<file path="config.mk">
export PLATFORM = sky130hd
export DESIGN_NAME = muldiv_control_sequencer
export DESIGN_NICKNAME = d
export VERILOG_FILES = /design/src/rtl/muldiv_control_sequencer.sv
export SDC_FILE = /design/constraint.sdc
export NUM_CORES = 1
export LEC_CHECK = 0
export ABC_AREA = 0
export BUFFER_PORTS_ARGS = -buffer_cell sky130_fd_sc_hd__buf_2
export CAP_MARGIN = 0
export CORE_UTILIZATION = 42
export DETAILED_ROUTE_END_ITERATION = 7
export PLACE_DENSITY = 0.85
export SKIP_CTS_REPAIR_TIMING = 1
export SYNTH_ARGS = -nofsm -noshare
export SYNTH_HDL_FRONTEND = slang
export SYNTH_SLANG_ARGS = --single-unit
</file>
<file path="constraint.sdc">
create_clock -name clk -period 2.42 [get_ports clk]
set_input_delay 0.363 -clock clk [delete_from_list [all_inputs] [get_ports clk]]
set_output_delay 0.363 -clock clk [all_outputs]
set_load 0.01 [all_outputs]
</file>
<file path="src/rtl/muldiv_control_sequencer.sv">
// Control-step sequencer for MUL/DIV: fetch T0-T2, execute T3-T6, result written to LO/HI.
// Optional T1 memory-wait timeout is enabled by defining MULDIV_SEQ_TIMEOUT_EN.
module muldiv_control_sequencer #(
  parameter logic [4:0] OPC_MUL = 5'b01111,
  parameter logic [4:0] OPC_DIV = 5'b10000,
  parameter logic [3:0] ALU_MUL = 4'd12,
  parameter logic [3:0] ALU_DIV = 4'd13
`ifdef MULDIV_SEQ_TIMEOUT_EN
  , parameter int TIMEOUT = 16
`endif
) (
  input  logic        clk,
  input  logic        clr,
  input  logic        start,
  input  logic        mem_ready,
  input  logic [31:0] ir,
  output logic [31:0] enable,
  output logic [31:0] bus_select,
  output logic        md_read,
  output logic        inc_pc,
  output logic [3:0]  alu_op,
  output logic        busy,
  output logic        done,
  output logic        illegal
);

  localparam logic [2:0] S_IDLE = 3'd0;
  localparam logic [2:0] S_T0   = 3'd1;
  localparam logic [2:0] S_T1   = 3'd2;
  localparam logic [2:0] S_T2   = 3'd3;
  localparam logic [2:0] S_T3   = 3'd4;
  localparam logic [2:0] S_T4   = 3'd5;
  localparam logic [2:0] S_T5   = 3'd6;
  localparam logic [2:0] S_T6   = 3'd7;

  logic [2:0] state, state_nxt;
  logic [3:0] rb_q;
  logic [4:0] opc_q;

  logic [4:0] opc;
  logic [3:0] ra, rb;
  logic       opc_legal;
  logic       unused_ir;

  assign opc       = ir[31:27];
  assign ra        = ir[26:23];
  assign rb        = ir[22:19];
  assign opc_legal = (opc == OPC_MUL) || (opc == OPC_DIV);
  assign unused_ir = ^ir[18:0];

`ifdef MULDIV_SEQ_TIMEOUT_EN
  localparam int CNT_W = $clog2(TIMEOUT + 1);
  logic [CNT_W-1:0] wait_cnt;
  logic             timeout_hit;

  // Fires on the TIMEOUT-th consecutive T1 cycle without mem_ready.
  assign timeout_hit = (wait_cnt == CNT_W'(TIMEOUT - 1));

  always_ff @(posedge clk) begin
    if (clr || state != S_T1) begin
      wait_cnt <= '0;
    end else if (!mem_ready) begin
      wait_cnt <= wait_cnt + 1'b1;
    end
  end
`endif

  // NOTE: state registers use non-blocking assignments so every flop samples pre-edge values.
  always_ff @(posedge clk) begin
    if (clr) begin
      state <= S_IDLE;
      rb_q  <= '0;
      opc_q <= '0;
    end else begin
      state <= state_nxt;
      if (state == S_T3) begin
        rb_q  <= rb;
        opc_q <= opc;
      end
    end
  end

  // NOTE: every output and state_nxt gets a default first, so no path can infer a latch.
  always_comb begin
    state_nxt  = state;
    enable     = '0;
    bus_select = '0;
    md_read    = 1'b0;
    inc_pc     = 1'b0;
    alu_op     = '0;
    busy       = 1'b0;
    done       = 1'b0;
    illegal    = 1'b0;
    if (!clr) begin
      busy = (state != S_IDLE);
      case (state)
        S_IDLE: if (start) state_nxt = S_T0;
        S_T0: begin
          bus_select[20] = 1'b1;
          enable[25]     = 1'b1;
          enable[18]     = 1'b1;
          inc_pc         = 1'b1;
          state_nxt      = S_T1;
        end
        S_T1: begin
          bus_select[19] = 1'b1;
          enable[21]     = 1'b1;
          md_read        = 1'b1;
          // PC loads only on the exit cycle so a long wait still bumps it once.
          if (mem_ready) begin
            enable[20] = 1'b1;
            state_nxt  = S_T2;
          end
`ifdef MULDIV_SEQ_TIMEOUT_EN
          else if (timeout_hit) begin
            illegal   = 1'b1;
            state_nxt = S_IDLE;
          end
`endif
        end
        S_T2: begin
          bus_select[21] = 1'b1;
          enable[24]     = 1'b1;
          state_nxt      = S_T3;
        end
        S_T3: begin
          if (opc_legal) begin
            bus_select = 32'd1 << ra;
            enable[19] = 1'b1;
            state_nxt  = S_T4;
          end else begin
            illegal   = 1'b1;
            state_nxt = S_IDLE;
          end
        end
        S_T4: begin
          bus_select = 32'd1 << rb_q;
          enable[18] = 1'b1;
          alu_op     = (opc_q == OPC_MUL) ? ALU_MUL : ALU_DIV;
          state_nxt  = S_T5;
        end
        S_T5: begin
          bus_select[19] = 1'b1;
          enable[17]     = 1'b1;
          state_nxt      = S_T6;
        end
        S_T6: begin
          bus_select[18] = 1'b1;
          enable[16]     = 1'b1;
          done           = 1'b1;
          state_nxt      = S_IDLE;
        end
        default: state_nxt = S_IDLE;
      endcase
    end
  end

endmodule

</file>
==> metrics.md <==
| Metric | Value |
|---|---|
| Status | `finished clean` |
| Predominant post-synthesis flop cell | `dfxtp_1` |
| Antenna Diode Count | `0` |
| RD Place Congestion | `0.9282` |
| First-pass detailed-route iteration total | `5` |
| FP Rows | `19` |
| Maximum clock rate | `0.4526 GHz` |
| Synth area leaders | `buf_4 23%, dfxtp_1 18%, a21oi_1 9.8%` |
| Yosys warning count | `0` |
| Place WS | `244.8 ps` |
| Number of buffers on the longest clock path | `2` |
| Largest net degree at the start of global routing | `22` |
| Most frequent cell after synthesis | `buf_4` |
| Vias in the first global route | `1,052` |
| Clock power share | `33.4%` |
| Routed WL | `3004 um` |
| Synth top cells by count | `41 x buf_4, 32 x nand2_1, 26 x a21oi_1` |
| CTS root buf | `clkbuf_4` |
| Top-level I/O count | `109` |
| Peak VDD IR | `270.8 uV` |
| FFs w/ async S/R, synth | `0%` |
| Critical Path RT | `2060 ps` |
| Reg-to-reg setup timing slack | `860 ps` |
| Period utilisation layout | `91.30%` |
| Final setup margin | `210.5 ps` |
| Post-synth top area share | `23.27%` |
| Vias | `1,381` |
| First-pass GRT wire length | `4788 um` |
| Finished Layout Cells | `284` |
| Worst Hold Class | `input port to register` |
| H-tree levels | `1` |
| Fillcell total | `305` |
| Initial Util | `45.98%` |
| Crit end category | `output port` |
| Max-cap violations | `0` |
| Reg clk slew, reported paths | `70 ps` |
| Synthesized cell area | `1323 um2` |
| P per Cell Area | `322.4 nW/um2` |
| Switching Fraction | `31.02%` |
| Placed insts | `280` |
| Dpl cell area | `1448 um2` |
| Layout cell share with drive strength beyond 1 | `28.51%` |
| Fin. Hold Viols | `0` |
| WP data arrival | `1850 ps` |
| WL/cell | `10.58 um` |
| Total GRT Usage | `18.09%` |
| Synthesis-to-finish area growth | `12.20%` |
| Seq/Total Area, Yosys | `18.16%` |
| Die W | `58.12 um` |
| Floorplan core area | `2877 um2` |
| P_int | `0.3300 mW` |
| Port Buffers | `52` |
| Power share of the combinational group | `24.0%` |
| Clock skew | `3.065 ps` |
| Dpl hpwl | `2230 um` |
| RSZ-0062 raised after global routing | `no` |
| Initial antenna violation count | `0` |
| DR iter-0 viols | `89` |
| Design Area, Final | `1484 um2` |
| Cts bufs inserted | `3` |
| Cell count after synthesis | `199` |
| Die ar. | `3377 um2` |
| TNS Setup | `0 ps` |
| Crit Path Max Fanout | `17` |
| Slew Limit Fails | `0` |
| DRC Markers | `0` |
| Crit path time final | `2209 ps` |
| Number of synthesized flops with an enable pin | `0` |
| # clock sinks | `12` |
| Seq pwr share | `42.6%` |
| Detailed-route vias per instance | `4.863` |
| Grt ovf | `0` |
| Syn_area_per_cell | `6.646 um2` |
| Cell taking the most area after synthesis | `buf_4` |
| Crit Path Class | `register to output port` |
| Area of the multi-input gates | `840.8 um2` |
| Switching pwr | `0.1484 mW` |
| Worst Tran Pin Value | `643.1 ps` |
| Slew HR | `57.08%` |
| Critical Path Source Type | `register` |
| Antenna-violating nets left | `0` |
| Pleak | `0.6570 nW` |
| Storage element area | `240.2 um2` |
| Clk_lat worst skew | `280 ps` |
| Unique masters post-synth | `29` |
| #FFs+latches synth | `12` |
| Final Total Pwr | `0.4784 mW` |
| CTS tree | `built` |
| Nets | `279` |
| # setup viols final | `0` |
| Die height | `58.12 um` |
[power groups by stage]
stage	combinational, mW	sequential (mW)	clock, mW
final	0.115	0.204	0.160
after global routing	0.127	0.204	0.175
after CTS	0.113	0.204	0.164
after detailed placement	0.113	0.208	0
after global placement	0.112	0.208	0
after floorplan	0.126	0.207	0
[worst paths after layout]
path,startpoint,to,cells past startpoint
worst max-delay path,state[2],enable[19],6
worst min-delay path,ir[19],rb_q[0],3
worst max register to register,state[2],opc_q[1],5
worst min register to register,opc_q[3],opc_q[3],2
[metrics by stage]
stage	hold WS, ps	utilization (%)
floorplan	436.2	-
global placement	445.9	50.33
detailed placement	450.8	50.33
CTS	311.5	51.59
global route	312.4	51.59
finish	315.8	51.59
[final cells by class]
type / instances / area share, %
clock buffer: 4 / 2.445
tap: 42 / 3.541
timing repair buffer: 57 / 20.91
multi-input combinational: 168 / 56.66
sequential: 12 / 16.19
inverter: 1 / 0.2530
[state kept, by name, summed over array words and instances (netlist names)]
register  cells
opc_q         5
state         3
rb_q          4
[cell families after synthesis]
group,after synthesis,synth area share [%]
AO/OA/AOI/OAI,30,11.83
AND/OR/NAND/NOR,99,38.69
buffers and inverters,55,28.48
flip-flops,12,18.16
other,1,0.2835
multiplexers,2,2.554
[worst max-delay path: stages, from the launching register on]
cell and delay, ps:
dfxtp_1 370, nand2b_1 120, nor2_2 520, buf_4 280, nand2_1 60, nor2_1 80
buf_2 130
[cells in the final DEF, fill, tap and decap left out, types with 4 or more instances in the layout]
master,synthesis,final
buf_2,1,52
a21oi_1,26,26
nor2b_1,6,6
dfxtp_1,12,12
nand2_1,32,32
nor3_1,8,8
conb_1,1,37
buf_4,41,4
nand2b_1,4,4
nor2_1,12,12
and2_1,4,4
nand4_1,18,18
nand3_1,5,5
[routing by layer]
metal / global-route usage (%) / wire length (um) / up-vias
li1: - / - / 690
met1: 24.59 / 1300 / 597
met2: 28.41 / 1373 / 89
met3: 2.455 / 287 / 5
met4: 8.163 / 42 / 0
met5: 0 / 0 / -
No activity file was read; power rests on OpenSTA's default activity.
